$ cat config.mk
export PLATFORM = sky130hd
export DESIGN_NAME = alarm_ctrl
export DESIGN_NICKNAME = d
export VERILOG_FILES = /design/src/rtl/alarm_ctrl.sv
export SDC_FILE = /design/constraint.sdc
export NUM_CORES = 1
export LEC_CHECK = 0
export BUFFER_PORTS_ARGS = -buffer_cell sky130_fd_sc_hd__buf_2
export CAP_MARGIN = 40
export CORE_MARGIN = 5
export CORE_UTILIZATION = 45
export DETAILED_ROUTE_END_ITERATION = 8
export GPL_ROUTABILITY_DRIVEN = 0
export PLACE_DENSITY = 0.71
export SYNTH_ARGS = -nofsm -noshare
export SYNTH_HDL_FRONTEND = slang
export SYNTH_SLANG_ARGS = --single-unit
$ cat constraint.sdc
create_clock -name clk -period 3 [get_ports clk]
set_input_delay 0.45 -clock clk [delete_from_list [all_inputs] [get_ports clk]]
set_output_delay 0.45 -clock clk [all_outputs]
set_load 0.02 [all_outputs]
$ cat src/rtl/alarm_ctrl.sv
// Alarm stage: BCD setpoint, one-second edge detect from the RTC seconds byte, and a ring/snooze FSM driving the buzzer.
// Latency: RTC update to ringing is 2 cycles; strobes act on the next edge. There is no backpressure, and all outputs are registered.
module alarm_ctrl #(
  parameter int TONE_DIV   = 6000,
  parameter int RING_SECS  = 60,
  parameter int SNOOZE_MIN = 5,
  parameter int MAX_SNOOZE = 3
) (
  input  logic       clk,
  input  logic       rst,
  input  logic [7:0] sec_bcd,
  input  logic [7:0] min_bcd,
  input  logic [7:0] hour_bcd,
  input  logic       alarm_en,
  input  logic       set_valid,
  input  logic [7:0] set_hour,
  input  logic [7:0] set_min,
  input  logic       ack,
  input  logic       snooze,
  output logic       beep,
  output logic       ringing,
  output logic       snoozed,
  output logic [7:0] alarm_hour,
  output logic [7:0] alarm_min,
  output logic       set_err
);

  typedef enum logic [1:0] {IDLE, RING, SNOOZE} state_t;

  localparam int RW = $clog2(RING_SECS + 1);
  localparam int TW = $clog2(TONE_DIV + 1);
  localparam logic [RW-1:0] RING_LAST  = RW'(RING_SECS - 1);
  localparam logic [TW-1:0] TONE_LAST  = TW'(TONE_DIV - 1);
  localparam logic [3:0]    SNOOZE_LIM = 4'(MAX_SNOOZE);
  localparam logic [4:0]    SNOOZE_ADD = 5'(SNOOZE_MIN);

  state_t        state, state_nxt;
  logic [7:0]    sec_prev;
  logic          sec_tick;
  logic [RW-1:0] ring_cnt, ring_nxt;
  logic [TW-1:0] tone_cnt, tone_cnt_nxt;
  logic          tone, tone_nxt;
  logic [3:0]    snz_cnt, snz_nxt;
  logic [7:0]    tgt_hour, tgt_hour_nxt, tgt_min, tgt_min_nxt;
  logic          ring_start;
  logic          set_ok;

  logic [4:0] ones_sum, ones_adj;
  logic [3:0] m_ones, m_tens;
  logic [7:0] hour_inc, snz_hour, snz_min;

  // BCD snooze target: current time plus SNOOZE_MIN minutes, seconds implied 00
  always_comb begin
    ones_sum = {1'b0, min_bcd[3:0]} + SNOOZE_ADD;
    ones_adj = ones_sum - 5'd10;
    m_ones   = ones_sum[3:0];
    m_tens   = min_bcd[7:4];
    hour_inc = 8'h00;
    snz_hour = hour_bcd;
    snz_min  = min_bcd;
    if (ones_sum > 5'd9) begin
      m_ones = ones_adj[3:0];
      m_tens = min_bcd[7:4] + 4'd1;
    end
    if (hour_bcd[3:0] == 4'd9) hour_inc = {hour_bcd[7:4] + 4'd1, 4'd0};
    else                       hour_inc = {hour_bcd[7:4], hour_bcd[3:0] + 4'd1};
    if (hour_inc == 8'h24) hour_inc = 8'h00;
    if (m_tens == 4'd6) begin
      snz_min  = {4'd0, m_ones};
      snz_hour = hour_inc;
    end else begin
      snz_min  = {m_tens, m_ones};
      snz_hour = hour_bcd;
    end
  end

  always_comb begin
    set_ok = (set_hour[3:0] <= 4'd9) && (set_hour[7:4] <= 4'd9) &&
             (set_min[3:0]  <= 4'd9) && (set_min[7:4]  <= 4'd9) &&
             (set_hour <= 8'h23) && (set_min <= 8'h59);
  end

  // sec_prev holds the seconds value that caused the tick, so it stands in for sec_bcd here
  always_comb begin
    state_nxt    = state;
    ring_nxt     = ring_cnt;
    tone_cnt_nxt = tone_cnt;
    tone_nxt     = tone;
    snz_nxt      = snz_cnt;
    tgt_hour_nxt = tgt_hour;
    tgt_min_nxt  = tgt_min;
    ring_start   = 1'b0;
    case (state)
      IDLE: begin
        if (sec_tick && sec_prev == 8'h00 &&
            hour_bcd == alarm_hour && min_bcd == alarm_min) begin
          state_nxt  = RING;
          snz_nxt    = 4'd0;
          ring_start = 1'b1;
        end
      end
      RING: begin
        if (ack) begin
          state_nxt = IDLE;
        end else if (snooze && snz_cnt < SNOOZE_LIM) begin
          state_nxt    = SNOOZE;
          snz_nxt      = snz_cnt + 4'd1;
          tgt_hour_nxt = snz_hour;
          tgt_min_nxt  = snz_min;
        end else if (sec_tick) begin
          if (ring_cnt == RING_LAST) state_nxt = IDLE;
          else                       ring_nxt  = ring_cnt + 1'b1;
        end
      end
      SNOOZE: begin
        if (ack) begin
          state_nxt = IDLE;
        end else if (sec_tick && sec_prev == 8'h00 &&
                     hour_bcd == tgt_hour && min_bcd == tgt_min) begin
          state_nxt  = RING;
          ring_start = 1'b1;
        end
      end
      default: state_nxt = IDLE;
    endcase
    if (!alarm_en) begin
      state_nxt  = IDLE;
      ring_start = 1'b0;
    end
    if (ring_start) begin
      ring_nxt     = '0;
      tone_cnt_nxt = '0;
      tone_nxt     = 1'b1;
    end else if (state == RING) begin
      if (tone_cnt == TONE_LAST) begin
        tone_cnt_nxt = '0;
        tone_nxt     = ~tone;
      end else begin
        tone_cnt_nxt = tone_cnt + 1'b1;
      end
    end
  end

  always_ff @(posedge clk) begin
    if (rst) begin
      state      <= IDLE;
      sec_prev   <= 8'h00;
      sec_tick   <= 1'b0;
      ring_cnt   <= '0;
      tone_cnt   <= '0;
      tone       <= 1'b0;
      snz_cnt    <= 4'd0;
      tgt_hour   <= 8'h00;
      tgt_min    <= 8'h00;
      alarm_hour <= 8'h07;
      alarm_min  <= 8'h00;
      set_err    <= 1'b0;
      beep       <= 1'b0;
      ringing    <= 1'b0;
      snoozed    <= 1'b0;
    end else begin
      state    <= state_nxt;
      sec_prev <= sec_bcd;
      sec_tick <= (sec_bcd != sec_prev);
      ring_cnt <= ring_nxt;
      tone_cnt <= tone_cnt_nxt;
      tone     <= tone_nxt;
      snz_cnt  <= snz_nxt;
      tgt_hour <= tgt_hour_nxt;
      tgt_min  <= tgt_min_nxt;
      set_err  <= set_valid && !set_ok;
      if (set_valid && set_ok) begin
        alarm_hour <= set_hour;
        alarm_min  <= set_min;
      end
      beep    <= (state_nxt == RING) && tone_nxt && !ring_nxt[0];
      ringing <= (state_nxt == RING);
      snoozed <= (state_nxt == SNOOZE);
    end
  end

endmodule

# After elaboration in Yosys (flattened, before gate mapping)
# Index checks and enable logic that the tools add are counted.
# totals
regBits	71
input_bits	46
out_inout_bits	20
word_cells	111
# classes
n_addsub	8
order_cmp	8
n_eq_ne	17
muxes	34
n_bitwise	4
n_reduce_logical	24
# ops
operator	count
8-bit == test	4
8-bit 2-to-1 mux	4
4-bit 2-to-1 mux	5
4-bit by 1-bit adder with 4-bit output, second input constant	4
4-bit less-or-equal comparator, second input constant	4
2-bit 2-to-1 mux	8
1-bit logical AND	15
13-bit by 1-bit adder with 13-bit output, second input constant	1
13-bit == test, second input constant	1
1-bit 2-to-1 mux	13
13-bit 2-to-1 mux	1
8-bit by 6-bit == test with 1-bit output, second input constant	1
8-bit by 6-bit less-or-equal comparator with 1-bit output, second input constant	1
8-bit by 7-bit less-or-equal comparator with 1-bit output, second input constant	1
8-bit zero test	1
8-bit inequality test	1
4-bit one-hot mux with 2 select lines	1
6-bit by 1-bit adder with 6-bit output, second input constant	1
6-bit == test, second input constant	1
2-bit inequality test, second input constant	3
2-bit one-hot mux with 3 select lines	1
4-bit by 3-bit adder with 5-bit output, second input constant	1
5-bit by 4-bit > comparator with 1-bit output, second input constant	1
5-bit AND reduction	1
14 further kinds	20

# Logic depth before layout (Yosys ltp)
# depth
ltp_word	11
depth_mapped	11
mapped_depth_nobuf	10

# Worst setup path before layout
# Ideal clock, no wire load.
# synth_timing
path_kind	input -> register
startpoint	input min_bcd[0]
endpoint	register tgt_hour[5]
setup_time_ps	91
t_arrival_ps	2539
required_time_ps	2909
setup_slack_ps	370
cell_stages	9
n_path_buf	0
cell_sequence	ha_1 xor2_4 ha_1 nand2b_1 a21o_1 o311a_4 o2bb2ai_2 or4_1 a311oi_1
# synth_via
elab_chain_cells	5
# synth_lines
item	line_no	rtl
start, declared	12	input logic [7:0] min_bcd,
4-bit by 3-bit adder with 5-bit output	54	ones_sum = {1'b0, min_bcd[3:0]} + SNOOZE_ADD;
5-bit by 4-bit > comparator with 1-bit output	61	if (ones_sum > 5'd9) begin
4-bit 2-to-1 mux	61	
4-bit by 3-bit == test with 1-bit output	68	if (m_tens == 4'd6) begin
8-bit 2-to-1 mux	68	
end signal, assigned	169	tgt_hour <= tgt_hour_nxt;
end, declared	44	logic [7:0] tgt_hour, tgt_hour_nxt, tgt_min, tgt_min_nxt;
# No other way between the ends.
# A chain may end at the register's enable or synchronous reset.

# Worst setup path in the final report
# layout_timing
startpoint	input min_bcd[1]
endpoint	register tgt_hour[5]
# Same word-level chain as after synthesis.

==> flow_summary.json <==
{
  "status": "finished clean",
  "port_buffers": 65,
  "vias_per_cell": 5.59,
  "cts_buffers": 9,
  "cp_common_cell": "ha_1",
  "clk_pin_slew_ns": 0.07,
  "synth_area_per_cell_sq_um": 8.80,
  "cts_num_sinks": 71,
  "grt_max_degree": 45,
  "setup_tns_ns": 0,
  "layout.nets": 555,
  "maxSlewViolCount": 0,
  "cp_max_fo": 7,
  "cts_hold_buffers": 0,
  "cp.arrival_ns": 2.86,
  "drv_cap": 0,
  "yosysWarnings": 0,
  "synth_edf_count": 0,
  "p_seq_share_pct": 48.7,
  "vias": 3424,
  "dp_hpwl_mm": 7.04,
  "coreArea_sq_um": 8590,
  "max_stage_delay_ns": 0.50,
  "gr-total-overflow": 0,
  "dieWidth_um": 103,
  "setup_viol": 0,
  "h-tree-depth": 3,
  "postSynth.asyncResetShare_pct": 0,
  "io_pins": 66,
  "fin_crit_ns": 2.60,
  "wl_mm": 9.46,
  "yosys.area.top_type_share_pct": 36.5,
  "layout-drive-gt1-share_pct": 20.6,
  "num-fill-cells": 828,
  "ys_seq_elements": 71,
  "syn_to_final_growth_pct": 15.9,
  "firstDrtPassIters": 4,
  "clockPowerShare_pct": 39.3,
  "dieArea_sq_um": 10600,
  "synth_area_sq_um": 3890,
  "syn_nets": 497,
  "slew-limit-headroom_pct": 58.2,
  "synth-main-ff-cell": "dfxtp_1",
  "synth_cell_types": 60,
  "netSwitchingFraction_pct": 26.0,
  "grt_antenna_before_repair": 0,
  "seq_area_frac_synth_pct": 36.5,
  "switchingPower_uw": 511,
  "cts_tree": "yes",
  "leakage_nw": 1.81,
  "ant_nets": 0,
  "endpoint_kind": "flip-flop",
  "r2r_cells": 7,
  "grt_usage_pct": 18.3,
  "drt_iter0_drc": 121,
  "tightestPinTransition_ns": 0.626,
  "max_freq_mhz": 385,
  "cts_root_buffer": "clkbuf_8",
  "initial_core_util_pct": 45.3,
  "rsz0062_at_grt": "no",
  "drc": 0,
  "rows": 34,
  "clkLatencyLatePin_ns": 0.35,
  "fin_crit_sh_pct": 86.7,
  "ir_drop_uv": 237,
  "die_h_um": 103,
  "clock_skew_ns": 0.00795,
  "cp.required_ns": 3.26,
  "synthTopCellsByCount": "71 x dfxtp_1, 50 x xor2_1, 31 x nand2_1",
  "yosys-top-cells-area": "dfxtp_1 37%, xor2_1 11%, mux2i_1 4.4%, nor3_1 3.3%, xnor2_1 3.2%",
  "setup.worst_path.class": "in -> reg",
  "p_comb_share_pct": 12.0,
  "critical_path.cell_chain": "buf_2 -> ha_1 -> xor2_4 -> ha_1 -> nand2b_1 -> a21o_1 -> o311a_4 -> o2bb2ai_2 -> or4_1 -> a311oi_1",
  "hp-class": "in -> reg",
  "critPathLaunchType": "input pin",
  "hold_viol": 0,
  "wire_per_inst_um": 15.4,
  "synth_most_common_cell": "dfxtp_1",
  "syn_inst": 442,
  "multiInputGateArea_sq_um": 2310,
  "seq_area_sq_um": 1420,
  "grt_pass1_vias": 3253,
  "clockBufferDepth": 2,
  "power_density_nw_per_um2": 436,
  "min_path_cells": 3,
  "postCtsSetupBuffers": 0,
  "utilization_pct": 52.5,
  "grt_pass1_wl_mm": 15.4,
  "num_antenna_cells": 0,
  "cts_resized": 0,
  "synth.largest_area_cell": "dfxtp_1",
  "dp_slack_ns": 0.0432,
  "fin_ws_ns": 0.399,
  "internal-power_mw": 1.45,
  "critPathSlowestCell": "or4_1"
}
## metrics by stage
stage / cells / hold WS (ns) / cell area [sq um] / total power, mW
after global placement: 597 / 0.443 / 4310 / 1.21
after CTS: 613 / 0.315 / 4510 / 1.98
after floorplan: 442 / 0.431 / 3890 / 1.13
after global routing: 613 / 0.311 / 4510 / 2.05
after detailed placement: 597 / 0.453 / 4310 / 1.21
final: 613 / 0.323 / 4510 / 1.97
## layout by cell type (no fill, tap or decap), types with 10 or more instances in the layout
cell type / Yosys / layout
nor2b_1: 11 / 11
xnor2_1: 14 / 14
nor3_1: 26 / 26
o21ai_0: 13 / 13
clkbuf_8: 0 / 10
buf_2: 5 / 65
buf_4: 0 / 11
mux2i_1: 17 / 17
nor4_1: 12 / 12
xor2_1: 50 / 50
a21oi_1: 13 / 13
nor2_1: 27 / 27
nand4_1: 13 / 13
dfxtp_1: 71 / 71
nand2_1: 31 / 31
## worst max-delay path: cells and delay by family
family | cells | cell delay, ns
adder cells (fa/ha/maj) | 2 | 0.47
XOR/XNOR | 1 | 0.24
buffers and inverters | 1 | 0.15
AND/OR/NAND/NOR | 2 | 0.63
AO/OA/AOI/OAI | 4 | 0.93
## path summary, 6_finish.rpt
check                                 start            end  slack, ns
worst max register to register  sec_prev[3]    tone_cnt[7]       0.68
worst min-delay path            set_hour[0]  alarm_hour[0]       0.32
worst min register to register   tgt_min[6]     tgt_min[6]       0.47
worst max-delay path             min_bcd[1]    tgt_hour[5]       0.40
## metal layers
| layer | global-route usage, % | vias up | part of all wire [%] |
|---|---|---|---|
| met3 | 5.21 | 15 | 7.3 |
| met4 | 5.68 | 0 | 2.0 |
| met5 | 0 | - | 0 |
| met2 | 29.6 | 123 | 46 |
| li1 | - | 1694 | - |
| met1 | 23.5 | 1592 | 45 |
## state kept, by name (all words and copies together), names as in the netlist
register	count
alarm_hour	8
alarm_min	8
beep	1
ring_cnt	6
ringing	1
sec_prev	8
sec_tick	1
set_err	1
snoozed	1
snz_cnt	4
state	2
tgt_hour	8
tgt_min	8
tone	1
tone_cnt	13
## kinds of logic (layout without fill, tap and decap cells)
family / count (synthesis) / in the layout / synth area share [%]
simple gates: 170 / 170 / 23.6
flops: 71 / 71 / 36.5
compound gates: 70 / 70 / 12.9
xor+xnor: 65 / 65 / 15.1
buf+inv: 38 / 101 / 4.02
mux: 19 / 19 / 4.95
fa+ha+maj: 9 / 9 / 2.89
## area by class of cell
type / instances / share of cell area, %
Sequential cell: 71 / 31.5
Inverter: 9 / 0.749
Clock buffer: 11 / 3.14
Timing Repair Buffer: 76 / 9.05
Clock inverter: 5 / 1.25
Tap cell: 108 / 3.00
Multi-Input combinational cell: 333 / 51.3
## power by group through the flow
stage               logic, mW  registers, mW  clock network (mW)
floorplan               0.150          0.979                   0
global placement        0.230          0.978                   0
detailed placement      0.235          0.978                   0
CTS                     0.237          0.956               0.786
global route            0.260          0.957               0.830
finish                  0.237          0.956               0.773
Note: power is estimated with default switching activity, not from simulation.
